`src/rtl/alu_issue.sv`:
```
// RV32I ALU issue stage: decodes OP/OP-IMM/LUI/AUIPC into the ALU funct7/funct3/A/B
// encoding and registers the result behind a two-entry (main + skid) buffer.
module alu_issue (
   input  logic        clk,
   input  logic        rst,
   input  logic        flush,
   input  logic        in_valid,
   output logic        in_ready,
   input  logic [31:0] in_instr,
   input  logic [31:0] in_pc,
   input  logic [31:0] in_rs1_val,
   input  logic [31:0] in_rs2_val,
   output logic        out_valid,
   input  logic        out_ready,
   output logic [6:0]  out_funct7,
   output logic [2:0]  out_funct3,
   output logic [31:0] out_a,
   output logic [31:0] out_b,
   output logic [4:0]  out_rd,
   output logic        out_illegal
);

   typedef enum logic [6:0] {
      OPC_OP    = 7'b0110011,
      OPC_IMM   = 7'b0010011,
      OPC_LUI   = 7'b0110111,
      OPC_AUIPC = 7'b0010111
   } opcode_e;

   typedef struct packed {
      logic [6:0]  funct7;
      logic [2:0]  funct3;
      logic [31:0] a;
      logic [31:0] b;
      logic [4:0]  rd;
      logic        illegal;
   } op_t;

   logic [6:0] f7;
   logic [2:0] f3;
   logic       unused_rs1_idx;
   op_t        dec;

   assign f7             = in_instr[31:25];
   assign f3             = in_instr[14:12];
   assign unused_rs1_idx = ^in_instr[19:15];

   always_comb begin
      dec         = '0;
      dec.rd      = in_instr[11:7];
      dec.illegal = 1'b1;
      case (in_instr[6:0])
         OPC_OP: begin
            if (f7 == 7'b0000000 ||
                (f7 == 7'b0100000 && (f3 == 3'b000 || f3 == 3'b101))) begin
               dec.funct7  = f7;
               dec.funct3  = f3;
               dec.a       = in_rs1_val;
               dec.b       = in_rs2_val;
               dec.illegal = 1'b0;
            end
         end
         OPC_IMM: begin
            if (f3 == 3'b001 || f3 == 3'b101) begin
               if (f7 == 7'b0000000 || (f3 == 3'b101 && f7 == 7'b0100000)) begin
                  dec.funct7  = f7;
                  dec.funct3  = f3;
                  dec.a       = in_rs1_val;
                  dec.b       = {27'b0, in_instr[24:20]};
                  dec.illegal = 1'b0;
               end
            end else begin
               // funct7 stays zero so immediate bit 30 cannot select subtract
               dec.funct3  = f3;
               dec.a       = in_rs1_val;
               dec.b       = {{20{in_instr[31]}}, in_instr[31:20]};
               dec.illegal = 1'b0;
            end
         end
         OPC_LUI: begin
            dec.b       = {in_instr[31:12], 12'b0};
            dec.illegal = 1'b0;
         end
         OPC_AUIPC: begin
            dec.a       = in_pc;
            dec.b       = {in_instr[31:12], 12'b0};
            dec.illegal = 1'b0;
         end
         default: ;
      endcase
   end

   op_t  main_q, main_d;
   op_t  skid_q, skid_d;
   logic main_valid_q, main_valid_d;
   logic skid_valid_q, skid_valid_d;
   logic in_ready_q, in_ready_d;
   logic in_xfer, out_xfer;

   assign in_xfer  = in_valid & in_ready_q;
   assign out_xfer = main_valid_q & out_ready;

   always_comb begin
      main_d       = main_q;
      skid_d       = skid_q;
      main_valid_d = main_valid_q;
      skid_valid_d = skid_valid_q;
      if (flush) begin
         main_valid_d = 1'b0;
         skid_valid_d = 1'b0;
      end else if (!main_valid_q || out_xfer) begin
         // main is free this cycle: skid (older) has precedence over the new op
         if (skid_valid_q) begin
            main_d       = skid_q;
            main_valid_d = 1'b1;
            skid_valid_d = in_xfer;
            if (in_xfer) skid_d = dec;
         end else begin
            main_valid_d = in_xfer;
            if (in_xfer) main_d = dec;
         end
      end else if (in_xfer) begin
         skid_d       = dec;
         skid_valid_d = 1'b1;
      end
      in_ready_d = ~skid_valid_d;
   end

   always_ff @(posedge clk) begin
      if (rst) begin
         main_q       <= '0;
         skid_q       <= '0;
         main_valid_q <= 1'b0;
         skid_valid_q <= 1'b0;
         in_ready_q   <= 1'b1;
      end else begin
         main_q       <= main_d;
         skid_q       <= skid_d;
         main_valid_q <= main_valid_d;
         skid_valid_q <= skid_valid_d;
         in_ready_q   <= in_ready_d;
      end
   end

   assign in_ready    = in_ready_q;
   assign out_valid   = main_valid_q;
   assign out_funct7  = main_q.funct7;
   assign out_funct3  = main_q.funct3;
   assign out_a       = main_q.a;
   assign out_b       = main_q.b;
   assign out_rd      = main_q.rd;
   assign out_illegal = main_q.illegal;

endmodule

```
`config.mk`:
```
export PLATFORM = sky130hd
export DESIGN_NAME = alu_issue
export DESIGN_NICKNAME = d
export VERILOG_FILES = /design/src/rtl/alu_issue.sv
export SDC_FILE = /design/constraint.sdc
export NUM_CORES = 1
export LEC_CHECK = 0
export BUFFER_PORTS_ARGS = -buffer_cell sky130_fd_sc_hd__buf_2
export CORE_ASPECT_RATIO = 0.8
export CORE_UTILIZATION = 45
export CTS_CLUSTER_DIAMETER = 150
export DETAILED_ROUTE_END_ITERATION = 10
export GPL_ROUTABILITY_DRIVEN = 1
export PLACE_DENSITY = 0.71
export SLEW_MARGIN = 25
export SYNTH_ARGS = -nofsm -noshare
export SYNTH_HDL_FRONTEND = slang
export SYNTH_SLANG_ARGS = --single-unit
```
`constraint.sdc`:
```
create_clock -name clk -period 3.9 [get_ports clk]
set_input_delay 0.195 -clock clk [delete_from_list [all_inputs] [get_ports clk]]
set_output_delay 0.195 -clock clk [all_outputs]
set_load 0.02 [all_outputs]
```
**After elaboration in Yosys (flattened, before gate mapping)**

Index checks and enable logic that the tools add are counted.

- Bits of input ports: 133
- Bits in registers: 163
- Word-level logic and storage cells: 63
- Output and inout bits: 82

- Equality and inequality tests: 8
- Bitwise logic cells: 4
- Multiplexer cells: 21
- Reduce and logical (&&, ||, !) cells: 15

Operator list:

| operator | count |
|---|---|
| two-way mux 80 bit | 5 |
| one-hot mux 32 bit (3 select lines) | 2 |
| two-way mux 74 bit | 2 |
| two-way mux 67 bit | 1 |
| equality test 7 x 6 -> 1 bit (second input constant) | 3 |
| one-hot mux 10 bit (2 select lines) | 1 |
| equality test 7 x 5 -> 1 bit (second input constant) | 2 |
| two-way mux 1 bit | 8 |
| logical NOT 7 bit | 1 |
| two-way mux 7 bit | 1 |
| logical OR 1 bit | 5 |
| OR reduction 2 bit | 2 |
| equality test 3 x 1 -> 1 bit (second input constant) | 1 |
| equality test 3 bit (second input constant) | 1 |
| logical NOT 3 bit | 1 |
| one-hot mux 1 bit (3 select lines) | 1 |
| AND reduction 3 bit | 1 |
| bitwise AND 1 bit | 2 |
| logical AND 1 bit | 2 |
| != test 2 bit (second input constant) | 1 |
| inverter 1 bit | 2 |
| AND reduction 2 bit | 1 |
| nonzero test 2 bit | 1 |
| logical NOT 1 bit | 1 |

**Logic depth before layout (Yosys ltp)**

Gate-level depths: netlist of the first run.

- Depth in word-level cells: 9
- Mapped depth: 8
- Mapped depth without buffers: 5

**Worst setup path before layout of the first run**

OpenSTA, ideal clock, no wires.

- Path kind: register -> register
- Start: register in_ready_q, in the netlist in_ready
- End: register main_q (netlist bit out_b[12])
- Required time: 3.821 ns
- Cell stages (with the launch flop): 8
- Path slack: 1.910 ns
- Arrival: 1.911 ns
- Clock period less this slack: 1.990 ns
- Buffers on the path: 2
- Library setup time: 0.079 ns
- Cell sequence: dfxtp_1 > nand3b_4 > or4_1 > buf_2 > nor2_4 > nand4_2 > buf_2 > o211ai_1

- Word-level cells in the longest chain between the ends: 3

Ends and longest elaborated chain:

| element | line | text |
|---|---|---|
| start, declared | 97 | `logic in_ready_q, in_ready_d;` |
| start signal, assigned | 141 | `in_ready_q <= in_ready_d;` |
| bitwise AND 1 bit | 100 | `assign in_xfer = in_valid & in_ready_q;` |
| nonzero test 2 bit (no line) | -- |  |
| AND reduction 3 bit (no line) | -- |  |
| end signal, assigned | 137 | `main_q <= main_d;` |
| end, declared | 93 | `op_t main_q, main_d;` |

No other way between the ends.
A chain may end at the register's enable or synchronous reset.

**Worst setup path after layout of the first run**

- Start: register skid_valid_q
- End: register main_q (netlist bit out_b[31])

- Word-level cells in the longest chain between the ends: 2
- Elaborated cells between the ends (all ways): 3
- Those cells by class: 1 x mux; 2 x reduce/logical

Ends and longest elaborated chain:

| element | line | text |
|---|---|---|
| start, declared | 96 | `logic skid_valid_q, skid_valid_d;` |
| start signal, assigned | 140 | `skid_valid_q <= skid_valid_d;` |
| nonzero test 2 bit (no line) | -- |  |
| AND reduction 3 bit (no line) | -- |  |

Parallel ways exist; a longest one is shown, timed or not.

==> reports/metrics.csv, run 1 <==
metric,value,unit
grt_use_total,26.38,%
areaGrowthSynthToFinish,23.18,%
die_w,147.6,µm
worst_slew_pin_slew,1.029,ns
final_common_cell,buf_2,
die_y,118.5,µm
synth_cells,917,
synth_fp_nets,1050,
power,3.926,mW
syn_area,0.007629,mm²
worstSetupEndpointType,register,
slowest_stage,or3_2,
finClkSkew,0.007632,ns
grt_overflow,0,
clock-sinks,163,
final_hold_viol_count,0,
rsz0062_at_grt,false,
setup_tns,0,ns
io_pins,215,
gp_congestion,0.8743,
cts_max_level,4,
initial_core_util,46.08,%
root_buffer,clkbuf_16,
grt_max_degree,119,
drive_gt1_share,25.37,%
wire_per_inst,17.72,µm
grt_antenna_before_repair,1,
fin_crit,2.771,ns
cts_tree,built,
ant_nets,0,
max_freq,360.9,MHz
ys_seq_elements,163,
arrival,3.11,ns
crit_top_cell,a21oi_1,
clockBufferDepth,2,
grt_pass1_wl,36510,µm
core_area,0.01655,mm²
fin_nets,1200,
critPathBufInv,1,
postCtsHoldBufs,6,
syn_avg_cell_area,8.319,µm²
grt_pass1_vias,6736,
ctsResizeCount,0,
hp-class,in -> reg,
dieArea,0.01748,mm²
ys_seq_area_share,42.78,%
synth_cell_types,54,
drv_slew,0,
vias,7612,
drt-pass1-iter-count,5,
clk_pin_slew,0.07,ns
peakVddDrop,0.2432,mV
ys_warn_count,0,
start_kind,register,
dp_hpwl,14690,µm
crit_family,simple AND/OR/NAND/NOR gates,
post-route-util,56.76,%
synth_edf_count,0,
status,"finished, final reports clean",
seq_area,0.003264,mm²
post_cts_buffers,0,
cts_buffers,17,
cp_data_required_time,4.24,ns
ys.flop_type,dfxtp_1,
multi_input_area,0.003910,mm²
cellLeakagePower,3.695,nW
worstPathMaxFanout,48,
crit_type,reg -> reg,
maxCapViolations,0,
powerDensity,417.8,mW/mm²
setup_violations,0,
synthArstFlopShare,0,%
drc,0,
rows,42,
path_cells,"a21oi_1, or3_2, buf_4, a21oi_1, a211oi_1",
most-common-layout-cells,"buf_2, dfxtp_1, nand2_1",
nFillCells,1574,
drt_iter0_drc,726,
clk_latency,0.43,ns
slew_headroom,31.38,%
numPortBuffers,214,
max_stage_delay,0.89,ns
wirelength,23060,µm
fin_crit_sh,71.05,%
viasPerCell,5.851,
## Yosys cell counts (2+ instances only)
library cell | n | area, µm²
and3_1 | 38 | 237.7
clkbuf_1 | 74 | 277.8
and2_1 | 21 | 131.4
inv_1 | 4 | 15.01
nor3_1 | 32 | 160.2
dfxtp_1 | 163 | 3263
a21oi_1 | 74 | 370.4
or3_1 | 3 | 18.77
o21a_1 | 2 | 15.01
o21ai_0 | 30 | 150.1
a32oi_1 | 32 | 280.3
a211oi_1 | 50 | 375.4
and4_1 | 4 | 35.03
nor2b_1 | 4 | 25.02
buf_2 | 13 | 65.06
a311oi_1 | 23 | 201.4
a22oi_1 | 6 | 45.04
buf_1 | 5 | 18.77
o21bai_1 | 2 | 15.01
nand2b_1 | 4 | 25.02
a31oi_1 | 3 | 18.77
a21o_1 | 13 | 97.59
nand3_1 | 31 | 155.2
mux2i_1 | 5 | 50.05
o22ai_1 | 37 | 231.5
nor2_1 | 71 | 266.5
a221oi_1 | 6 | 52.55
nand4b_1 | 5 | 43.79
nand2_1 | 84 | 315.3
buf_6 | 7 | 78.83
o211ai_1 | 14 | 105.1
o31ai_1 | 6 | 45.04
nand4_1 | 10 | 62.56
buf_4 | 3 | 22.52
nor3b_1 | 15 | 112.6
a22o_1 | 5 | 43.79
## state kept, by name (all words and copies together) (netlist names), 3 cells and up
name,cells
out_a,32
out_b,32
out_funct3,3
out_funct7,7
out_rd,5
skid_q,80
## metal layers
layer	global-route usage [%]	wire length, µm	vias up
met2	38.53	9946	336
met4	7.088	193	0
li1	-	-	3730
met3	5.174	1964	17
met5	0	0	-
met1	39.15	10950	3529
## worst paths after layout
path         cells after the start                         end                       start  slack [ns]
max                              5      out_b[31]$_SDFFE_PP0P_     skid_valid_q$_SDFF_PP0_        1.13
min                              3      skid_q[5]$_SDFFE_PP0P_                in_instr[11]        0.03
max reg2reg                      5      out_b[31]$_SDFFE_PP0P_     skid_valid_q$_SDFF_PP0_        1.13
min reg2reg                      2  out_funct7[6]$_SDFFE_PP0P_  out_funct7[6]$_SDFFE_PP0P_        0.45
## final cells by class
| class | instances | area share [%] |
|---|---|---|
| Inverter | 4 | 0.1598 |
| Timing Repair Buffer | 233 | 13.37 |
| Tap cell | 220 | 2.929 |
| Antenna cell | 1 | 0.02663 |
| Sequential cell | 163 | 34.74 |
| Multi-Input combinational cell | 648 | 41.61 |
| Clock buffer | 19 | 4.820 |
| Clock inverter | 13 | 2.344 |
## through the flow
stage / setup slack (ns) / area (µm²) / hold WS, ns / instances
6_report: 1.129 / 9397 / 0.02507 / 1301
5_1_grt: 0.9273 / 9394 / 0.01410 / 1300
4_1_cts: 1.123 / 9394 / 0.01220 / 1300
3_5_place_dp: 1.131 / 8661 / 0.4191 / 1262
3_3_place_gp: 1.181 / 8661 / 0.4140 / 1262
2_1_floorplan: 1.910 / 7629 / 0.3048 / 917
## tightest hold or removal path: stages
cell and delay (ns):
buf_2 0.11, nand2_1 0.05, a21oi_1 0.05
## cells by family after synthesis
logic type,count (synthesis),share of synthesized area (%)
compound gates,309,27.64
xor+xnor,1,0.1148
buf+inv,106,6.265
flops,163,42.78
mux,5,0.6561
simple gates,333,22.55
## where the power goes
| group | total [mW] | leakage (nW) | internal (mW) | switching (mW) |
|---|---|---|---|---|
| Clock | 1.90 | 0.323 | 1.18 | 0.717 |
| Sequential | 1.70 | 1.32 | 1.69 | 0.0134 |
| Combinational | 0.323 | 2.06 | 0.112 | 0.211 |
| Total | 3.93 | 3.70 | 2.98 | 0.941 |
No activity file was read; power rests on OpenSTA's default activity.
==> run 2: changes to the inputs <==
PLACE_DENSITY = 0.73   (was 0.71)
clock period = 2.3 ns   (was 3.9 ns; I/O delays follow)
==> reports/metrics.csv, run 2 (synthesis results as in run 1) <==
metric,value,unit
grt_overflow,0,
core_area,0.01655,mm²
dieArea,0.01748,mm²
slowest_stage,or4_1,
max_freq,473.2,MHz
stdcell_area,0.009896,mm²
numPortBuffers,214,
crit_type,reg -> reg,
grt_pass1_vias,7144,
viasPerCell,5.823,
grt_antenna_before_repair,2,
drv_slew,0,
route.met3.wl,2140,µm
regToRegSetupSlack,0.19,ns
grt_max_degree,162,
clk_latency,0.43,ns
clk_pin_slew,0.07,ns
start_kind,register,
regMostFlops,skid_q,
grt_use_total,26.95,%
worstSetupEndpointType,register,
rsz0062_at_grt,false,
worstPathMaxFanout,14,
fin_nets,1256,
hold-worst-slack,0.01065,ns
peakVddDrop,0.5345,mV
wirelength,23560,µm
worst_slew_pin_slew,0.7871,ns
ant_nets,0,
clockBufferDepth,2,
arrival,2.46,ns
die_y,118.5,µm
setup_violations,0,
dp_hpwl,14730,µm
clock-sinks,163,
cp_data_required_time,2.65,ns
gp_congestion,0.8671,
max_stage_delay,0.66,ns
fin_crit,2.113,ns
power,6.480,mW
dp_worst_setup_slack,0.03985,ns
hp-class,in -> reg,
cellLeakagePower,3.910,nW
powerDensity,654.9,mW/mm²
drt_iter0_drc,847,
post-route-util,59.78,%
cts_max_level,4,
setup_tns,0,ns
wire_per_inst,17.36,µm
largest_register_ffs,80,
initial_core_util,46.08,%
critical_path.startpoint,in_ready$_SDFF_PP1_,
met2_length,10130,µm
finClkSkew,0.005904,ns
drive_gt1_share,25.35,%
stdcell_count,1357,
min-delay-start,in_pc[8],
path_cells,"nand3b_4, or4_1, nor2_4, nand4_4, o211ai_1",
vias,7902,
wl_met1,10920,µm
dp_cells,1278,
root_buffer,clkbuf_16,
maxCapViolations,0,
grt_pass1_wl,37650,µm
final_hold_viol_count,0,
cts_tree,built,
areaGrowthSynthToFinish,29.72,%
fin_crit_sh,91.88,%
setup_ws,0.1867,ns
die_w,147.6,µm
cts_buffers,17,
r2r_start,in_ready$_SDFF_PP1_,
io_pins,215,
final_common_cell,buf_2,
status,"finished, final reports clean",
most-common-layout-cells,"buf_2, dfxtp_1, nand2_1",
drt-pass1-iter-count,5,
placed_area,0.008818,mm²
rows,42,
drc,0,
top_layer_used,met5,
slew_headroom,47.53,%
-- run 2: path summary, 6_finish.rpt --
check / endpoint / cells after the start
worst min register to register: out_funct7[6]$_SDFFE_PP0P_ / 2
worst max-delay path: out_b[28]$_SDFFE_PP0P_ / 5
worst min-delay path: out_a[8]$_SDFFE_PP0P_ / 3
worst max register to register: out_b[28]$_SDFFE_PP0P_ / 5
-- run 2: area by class of cell --
cell class,count,area [µm²]
Clock buffer,19,432.9
Tap cell,220,275.3
Inverter,4,15.01
Sequential cell,163,3264
Fill cell,1490,6658
Timing Repair Buffer,289,1814
Clock inverter,13,172.7
Antenna cell,1,2.502
Multi-Input combinational cell,648,3919
-- run 2: report_power, final --
part           total (mW)  internal (mW)  switching [mW]  leakage, nW
Combinational       0.625          0.250           0.374         2.31
Clock                2.97           1.73            1.25        0.282
Sequential           2.88           2.86          0.0204         1.32
-- run 2: worst max-delay path, delay by kind of cell, from the launching register on --
kind / cells / cell delay, ns
compound gates: 1 / 0.28
flops: 1 / 0.38
simple gates: 4 / 1.37
-- run 2: per-layer routing --
metal	GRT usage [%]	vias up
met1	39.36	3664
met4	7.281	2
met2	39.09	373
met3	6.641	34
li1	-	3829
met5	0	-
-- run 2: timing repair --
action	in CTS	in global routing
endpoints found under the hold margin	57	0
endpoints found under the setup margin	0	14
hold buffers	46	0
buffers inserted	0	0
resized for setup	0	1
==> run 3: changes to the inputs <==
CORE_ASPECT_RATIO = default   (was 0.8)
PLACE_DENSITY = 0.77   (was 0.73)
==> reports/metrics.csv, run 3 (synthesis results as in run 1) <==
metric,value,unit
final_hold_viol_count,0,
peakVddDrop,0.5474,mV
crit_family,simple AND/OR/NAND/NOR gates,
slew_headroom,38.98,%
switching_share,24.76,%
core_area,0.01658,mm²
setup_tns,0,ns
die_w,132.2,µm
fin_nets,1262,
final_common_cell,buf_2,
worstSetupEndpointType,register,
path_cells,"nand3b_4, or4_1, nor2_4, nand4_4, o211ai_1",
wirelength,23680,µm
regToRegSetupSlack,0.20,ns
r2r_cells,5,
most-common-layout-cells,"buf_2, dfxtp_1, nand2_1",
drive_gt1_share,25.48,%
grt_overflow,0,
largest_register_ffs,80,
fin_crit_sh,91.35,%
cts_max_level,4,
switchingPower,1.592,mW
grt_use_total,26.78,%
drt-pass1-iter-count,5,
critPathBufInv,0,
powerDensity,648.0,mW/mm²
crit_type,reg -> reg,
rows,47,
root_buffer,clkbuf_16,
die_y,132.2,µm
gp_congestion,0.8619,
crit_cells,5,
cellLeakagePower,3.932,nW
grt_pass1_wl,37740,µm
io_pins,215,
power_frac_clock,45.4,%
clockBufferDepth,2,
fin_crit,2.101,ns
dieArea,0.01748,mm²
start_kind,register,
drt_iter0_drc,737,
vias,8052,
slowest_stage,or4_1,
ant_nets,0,
nFillCells,1445,
arrival,2.44,ns
min-delay-start,in_pc[14],
worst_slew_pin_slew,0.9154,ns
hold-worst-slack,0.01998,ns
drv_slew,0,
viasPerCell,5.912,
rsz0062_at_grt,false,
max_stage_delay,0.66,ns
hold_end,out_a[14]$_SDFFE_PP0P_,
numPortBuffers,214,
r2r-end,out_b[21]$_SDFFE_PP0P_,
power,6.430,mW
drc,0,
r2r_start,in_ready$_SDFF_PP1_,
hp-class,in -> reg,
maxCapViolations,0,
worstPathMaxFanout,14,
finClkSkew,0.007799,ns
power.internal,4.838,mW
grt_pass1_vias,7466,
holdPathStages,3,
initial_core_util,46.00,%
cp_data_required_time,2.64,ns
setup_violations,0,
grt_max_degree,97,
areaGrowthSynthToFinish,30.08,%
seqPwrFrac,44.8,%
cts_buffers,17,
max_freq,475.9,MHz
cts_tree,built,
grt_antenna_before_repair,0,
status,"finished, final reports clean",
diodes,0,
clk_pin_slew,0.06,ns
wire_per_inst,17.38,µm
regMostFlops,skid_q,
clock-sinks,163,
power.share.combinational,9.8,%
dp_hpwl,14700,µm
clk_latency,0.42,ns
run 3: worst register-to-register path: cells and delay by family, from the launching register on:
kind	cells	cell delay [ns]
AND/OR/NAND/NOR	4	1.35
flip-flops	1	0.38
AO/OA/AOI/OAI	1	0.28
run 3: area by class of cell:
| type | count | area [µm²] | area share (%) |
|---|---|---|---|
| timing repair buffer | 295 | 1844 | 18.59 |
| multi-input combinational | 648 | 3919 | 39.49 |
| inverter | 4 | 15.01 | 0.1513 |
| clock buffer | 18 | 429.2 | 4.325 |
| tap | 220 | 275.3 | 2.774 |
| sequential | 163 | 3264 | 32.90 |
| clock inverter | 14 | 176.4 | 1.778 |
run 3: power groups by stage:
stage | clock (mW) | sequential (mW) | combinational, mW
2_1_floorplan | 0 | 2.97 | 0.275
3_3_place_gp | 0 | 2.94 | 0.546
3_5_place_dp | 0 | 2.95 | 0.551
4_1_cts | 2.98 | 2.88 | 0.618
5_1_grt | 3.08 | 2.88 | 0.677
6_report | 2.92 | 2.88 | 0.630
run 3: timing repair:
item                       CTS  global route
setup buffers                0             0
resized for setup            0             1
setup endpoints to repair    0            14
hold endpoints to repair    65             0
hold buffers                50             0
run 3: worst max-delay path by stage:
stage | start | to | slack (ns)
after floorplan | in_ready$_SDFF_PP1_ | out_b[12]$_SDFFE_PP0P_ | 0.31
after global placement | in_ready$_SDFF_PP1_ | out_b[23]$_SDFFE_PP0P_ | 0.14
after detailed placement | in_ready$_SDFF_PP1_ | out_b[21]$_SDFFE_PP0P_ | 0.07
after CTS | in_ready$_SDFF_PP1_ | out_b[21]$_SDFFE_PP0P_ | 0.06
after global routing | skid_valid_q$_SDFF_PP0_ | out_b[9]$_SDFFE_PP0P_ | 0.10
final | in_ready$_SDFF_PP1_ | out_b[21]$_SDFFE_PP0P_ | 0.20
run 3: stage by stage:
step           utilization [%]  setup slack [ns]  area (µm²)  instances
2_1_floorplan                -            0.3098        7629        917
3_3_place_gp             53.12            0.1361        8808       1280
3_5_place_dp             53.12           0.07485        8808       1280
4_1_cts                  59.79           0.06095        9915       1362
5_1_grt                  59.84            0.1043        9923       1362
6_report                 59.84            0.1989        9923       1362
run 3: metal layers:
metal / GRT usage [%] / share of wire (%)
met2: 43.45 / 46
met5: 0 / 0
met1: 35.20 / 43
met4: 11.05 / 2.9
met3: 4.691 / 7.2
